$ cat config.mk
export PLATFORM = sky130hd
export DESIGN_NAME = delay_sequencer
export DESIGN_NICKNAME = d
export VERILOG_FILES = /design/src/rtl/delay_sequencer.sv
export SDC_FILE = /design/constraint.sdc
export NUM_CORES = 1
export LEC_CHECK = 0
export CAP_MARGIN = 20
export CORE_MARGIN = 1.5
export CORE_UTILIZATION = 40
export CTS_CLUSTER_DIAMETER = 150
export DETAILED_ROUTE_END_ITERATION = 8
export PLACE_DENSITY = 0.69
export SLEW_MARGIN = 15
export SYNTH_ARGS = -nofsm -noshare
export SYNTH_HDL_FRONTEND = slang
export SYNTH_SLANG_ARGS = --single-unit
$ cat constraint.sdc
create_clock -name clk_i -period 14.3 [get_ports clk_i]
set_input_delay 2.86 -clock clk_i [delete_from_list [all_inputs] [get_ports clk_i]]
set_output_delay 2.86 -clock clk_i [all_outputs]
set_load 0.02 [all_outputs]
$ cat src/rtl/delay_sequencer.sv
// delay_sequencer: multi-channel trigger scheduler.
// Armed by software, started by a strobe, then one shared time counter
// drives NUM_CH delayed pulses (per-channel delay/width) repeated for a
// programmable number of shots at a fixed period. All run parameters are
// shadowed when the strobe is accepted.
//
// Optional feature: define DELAY_SEQUENCER_MISSED_CNT_EN to add missed_o,
// a saturating count of strobes that arrive while a run is in progress.
//
// Timing model: t is the time inside the current shot and equals 0 in
// the first cycle after the accepted strobe. Every output is registered
// from next-cycle values, so pulse_o, done_o and shot_cnt_o line up with
// t in the same cycle.
module delay_sequencer #(
    parameter int NUM_CH = 4,
    parameter int CNT_W  = 32,
    parameter int REP_W  = 16
) (
    input  logic                    clk_i,
    input  logic                    reset_i,
    input  logic                    arm_i,
    input  logic                    disarm_i,
    input  logic                    strobe_i,
    input  logic [CNT_W-1:0]        period_i,
    input  logic [REP_W-1:0]        repeat_i,
    input  logic [NUM_CH*CNT_W-1:0] delay_i,
    input  logic [NUM_CH*CNT_W-1:0] width_i,
    output logic [NUM_CH-1:0]       pulse_o,
    output logic                    armed_o,
    output logic                    busy_o,
    output logic                    done_o,
    output logic [REP_W-1:0]        shot_cnt_o
`ifdef DELAY_SEQUENCER_MISSED_CNT_EN
    ,
    output logic [REP_W-1:0]        missed_o
`endif
);

    typedef enum logic [1:0] {
        S_IDLE  = 2'd0,
        S_ARMED = 2'd1,
        S_RUN   = 2'd2
    } state_t;

    state_t                  state_q, state_d;
    logic [CNT_W-1:0]        t_q, t_d;
    logic [REP_W-1:0]        shot_d;
    logic                    done_d;
    logic [NUM_CH-1:0]       pulse_d;

    // Shadow copies of the run parameters, captured on the accepted strobe.
    logic [CNT_W-1:0]        period_q;
    logic [REP_W-1:0]        repeat_q;
    logic [NUM_CH*CNT_W-1:0] delay_q;
    logic [NUM_CH*CNT_W-1:0] width_q;

    // Values the shadows will hold next cycle; the strobe cycle already
    // needs the new parameters to compute the first registered outputs.
    logic                    accept;
    logic [CNT_W-1:0]        period_d;
    logic [REP_W-1:0]        repeat_d;
    logic [NUM_CH*CNT_W-1:0] delay_d;
    logic [NUM_CH*CNT_W-1:0] width_d;
    logic [CNT_W-1:0]        p_last;

    assign accept   = (state_q == S_ARMED) && !disarm_i && strobe_i;
    assign period_d = accept ? period_i : period_q;
    assign repeat_d = accept ? repeat_i : repeat_q;
    assign delay_d  = accept ? delay_i  : delay_q;
    assign width_d  = accept ? width_i  : width_q;

    // Last time value of a shot; a zero period behaves as a period of one.
    assign p_last = (period_d == '0) ? '0 : period_d - 1'b1;

    assign armed_o = (state_q == S_ARMED);
    assign busy_o  = (state_q == S_RUN);

    // Window test with the end computed one bit wider so delay+width never wraps.
    function automatic logic in_window(input logic [CNT_W-1:0] t,
                                       input logic [CNT_W-1:0] d,
                                       input logic [CNT_W-1:0] w);
        logic [CNT_W:0] stop;
        stop = {1'b0, d} + {1'b0, w};
        return (t >= d) && ({1'b0, t} < stop);
    endfunction

    // Next state, next time value, next shot count, done and pulse lookahead.
    always_comb begin
        // NOTE: every variable gets a default first so no path leaves one unassigned (no latch).
        state_d = state_q;
        t_d     = t_q;
        shot_d  = shot_cnt_o;
        done_d  = 1'b0;
        pulse_d = '0;

        unique case (state_q)
            S_IDLE: begin
                if (arm_i && !disarm_i) state_d = S_ARMED;
            end
            S_ARMED: begin
                if (disarm_i) begin
                    state_d = S_IDLE;
                end else if (strobe_i) begin
                    state_d = S_RUN;
                    t_d     = '0;
                    shot_d  = '0;
                end
            end
            S_RUN: begin
                if (disarm_i) begin
                    state_d = S_IDLE;
                end else if (t_q == p_last) begin
                    // done_o is high exactly in the last cycle of the final shot.
                    if (done_o) state_d = S_IDLE;
                    else        t_d     = '0;
                end else begin
                    t_d = t_q + 1'b1;
                end
            end
            default: state_d = S_IDLE;
        endcase

        // A shot counts as completed in its last cycle, together with done_o.
        if (state_d == S_RUN && t_d == p_last) begin
            shot_d = shot_d + 1'b1;
            done_d = (repeat_d != '0) && (shot_d == repeat_d);
        end

        for (int k = 0; k < NUM_CH; k++) begin
            pulse_d[k] = (state_d == S_RUN) &&
                         in_window(t_d, delay_d[k*CNT_W +: CNT_W],
                                   width_d[k*CNT_W +: CNT_W]);
        end
    end

    // Sequencer state and registered outputs with synchronous reset.
    always_ff @(posedge clk_i) begin
        // NOTE: sequential state uses non-blocking assignments so every register samples pre-edge values.
        if (reset_i) begin
            state_q    <= S_IDLE;
            t_q        <= '0;
            pulse_o    <= '0;
            done_o     <= 1'b0;
            shot_cnt_o <= '0;
        end else begin
            state_q    <= state_d;
            t_q        <= t_d;
            pulse_o    <= pulse_d;
            done_o     <= done_d;
            shot_cnt_o <= shot_d;
        end
    end

    // Shadow parameter capture on the accepted strobe.
    always_ff @(posedge clk_i) begin
        // NOTE: shadows have no reset; they are only read in RUN, which always loads them first.
        if (accept) begin
            period_q <= period_i;
            repeat_q <= repeat_i;
            delay_q  <= delay_i;
            width_q  <= width_i;
        end
    end

`ifdef DELAY_SEQUENCER_MISSED_CNT_EN
    // Saturating count of strobes that arrive during a run.
    always_ff @(posedge clk_i) begin
        if (reset_i) begin
            missed_o <= '0;
        end else if (accept) begin
            missed_o <= '0;
        end else if (state_q == S_RUN && strobe_i && missed_o != '1) begin
            missed_o <= missed_o + 1'b1;
        end
    end
`else
    // Strobes during a run are dropped without any record.
`endif

endmodule
==> results.toml <==
[outcome]
run_status = "complete, no violations"

[route]
ant_nets = 0
drtIter0Drc = 2879
routed_wl_mm = 111
vias = 28521
drc_errors = 0
firstDrtPassIters = 7
wl_per_cell_um = 22.6
viasPerCell = 5.79

[yosys]
synth_edf_count = 0
ys_types = 95
ys_seq_elements = 359
syn-cell-area_sq_um = 28900
netlist_instances = 3632
ys.flop_type = "dfxtp_1"
avgSynthCellArea_sq_um = 7.95
yosysWarnings = 0
yosysSeqAreaShare = 0.249
async_flop_share = 0
synthesis.nets = 4324

[worst_setup_path]
end_kind = "flip-flop"
path_buf_inv = 3
worstPathMaxFanout = 14
cp_data_arrival_time_ns = 11.72
critPathMaxStageDelay_ns = 0.64
crit_required_ns = 14.81
path_delay_family = "simple AND/OR/NAND/NOR gates"
start_kind = "primary input"
critPathKind = "in -> reg"
crit_slowest_cell = "or4_4"

[sta]
slew_violations = 0
fmax_mhz = 89.2
skew_ns = 0.0229
fin_tns_setup_ns = 0
fin_crit_sh = 0.784
period_minus_slack_ns = 11.21
setup_viol = 0
worstMarginPinSlew_ns = 1.23
hold_viol = 0
whs_ns = 0.456
rsz0062_at_grt = "no"
relSlewSlack = 0.179

[place]
placement.io_buffers = 331
hpwl_mm = 87.2
routabilityCongestion = 1.05

[clocking]
cts_sinks = 359
cts_resized = 0
path_clk_slew_ns = 0.06
cts_tree = "yes"
cts_inserted_buffers = 44
htreeDepth = 2
insertion_delay_ns = 0.61
clk_path_buf_depth = 3
post-cts-setup-buffers = 0
cts_root_buffer = "clkbuf_16"
ctsHoldBuffers = 0

[pwr]
p_int_w = 0.00327
p_comb_frac = 0.549
p_leak_nw = 17.1
vdd_drop_max_mv = 0.104
p_seq_frac = 0.247
power.density_nw_per_um2 = 165
p_switching_w = 0.00247
p_clk_frac = 0.204
swShare = 0.430

[cells_and_area]
layout_common_cells = "591 x nand2_1, 379 x ha_1, 359 x dfxtp_1"
layout.nets = 4634
n_fill_cell = 6945
areaGrowthSynthToFinish_pct = 20.9
layout_commonest_cell = "nand2_1"
drive_gt1_frac = 0.0526

[die]
io_pins = 332
coreArea_sq_um = 71500
rows = 98
die_x_um = 272
dieArea_sq_um = 73800
die_y_um = 272
initial_core_util = 0.404

[grt]
antenna_found_initial = 1
grt_util_all_layers = 0.291
grt_pass1_wl_mm = 165
grt_max_degree = 131
grt_pass1_vias = 26922
grt.overflow.total = 0

[hold_path]
worstHoldPathType = "reg -> reg"

[job]
cap_violations = 0
-- routing by layer --
metal  vias up  share of wire  global-route usage
met5         -              0                   0
met4         0          0.051               0.134
met3       265          0.075              0.0475
met2      1207           0.45               0.467
met1     13348           0.43               0.381
li1      13701              -                   -
-- path summary, 6_finish.rpt --
kind                from     endpoint  slack (ns)  depth (start not counted)
min          width_q[57]  width_q[57]        0.46                          2
max             strobe_i   pulse_o[2]        3.09                         34
min reg2reg  width_q[57]  width_q[57]        0.46                          2
max reg2reg   state_q[1]   pulse_o[2]        5.15                         36
-- logic make-up (layout without fill, tap and decap cells) --
kind of cell	count (synthesis)	after routing	share of synthesized area
AOI/OAI and AO/OA	786	786	0.183
xor gates and xnor gates	166	166	0.0518
adders and majority gates	384	384	0.167
buffers and inverters	364	706	0.0487
DFF	359	359	0.249
muxes	186	186	0.0649
other	0	1	0
and+or+nand+nor	1387	1387	0.235
-- layout make-up --
class | count | area [sq um] | share of cell area
inverter | 234 | 878 | 0.0252
sequential | 359 | 7190 | 0.206
multi-input combinational | 2909 | 20300 | 0.583
timing repair buffer | 394 | 3800 | 0.109
clock buffer | 58 | 1260 | 0.0363
clock inverter | 20 | 226 | 0.00649
antenna | 1 | 2.50 | 0.0000717
tap | 950 | 1190 | 0.0341
-- sequential cells by signal, summed over array words and instances, names as in the netlist --
name	cells
width_q	128
state_q	2
done_o	1
pulse_o	4
shot_cnt_o	16
repeat_q	16
delay_q	128
t_q	32
period_q	32
-- cell usage after synthesis (72+ instances only) --
cell type | n | area, sq um
nand2_1 | 591 | 2220
a21o_1 | 76 | 571
nor2_1 | 161 | 604
nor3_1 | 98 | 490
mux2i_1 | 177 | 1770
ha_1 | 379 | 4740
inv_1 | 234 | 878
nand3_1 | 87 | 435
xnor2_1 | 91 | 797
o21ai_0 | 154 | 771
dfxtp_1 | 359 | 7190
clkbuf_1 | 93 | 349
a21oi_1 | 209 | 1050
xor2_1 | 72 | 631
-- power groups by stage --
stage | Combinational (W) | Clock, W | Sequential (W)
after floorplan | 0.00224 | 0 | 0.00141
after global routing | 0.00350 | 0.00123 | 0.00145
after global placement | 0.00304 | 0 | 0.00143
after detailed placement | 0.00307 | 0 | 0.00144
final | 0.00315 | 0.00117 | 0.00142
after CTS | 0.00310 | 0.00119 | 0.00142
-- worst min-delay path: stages (launching register included) --
cell,delay (ns)
dfxtp_1,0.31
nand2_1,0.05
nand2_1,0.07
-- metrics by stage --
step           setup WS, ns  total power, W   util  std cells  cell area [sq um]
2_1_floorplan          1.63         0.00365      -       3632              28900
4_1_cts                3.31         0.00571  0.488       4922              34900
3_5_place_dp           2.69         0.00451  0.467       4844              33400
6_report               3.09         0.00574  0.488       4925              34900
5_1_grt                2.35         0.00618  0.488       4924              34900
3_3_place_gp           3.04         0.00447  0.467       4844              33400
Note: power is estimated with default switching activity, not from simulation.
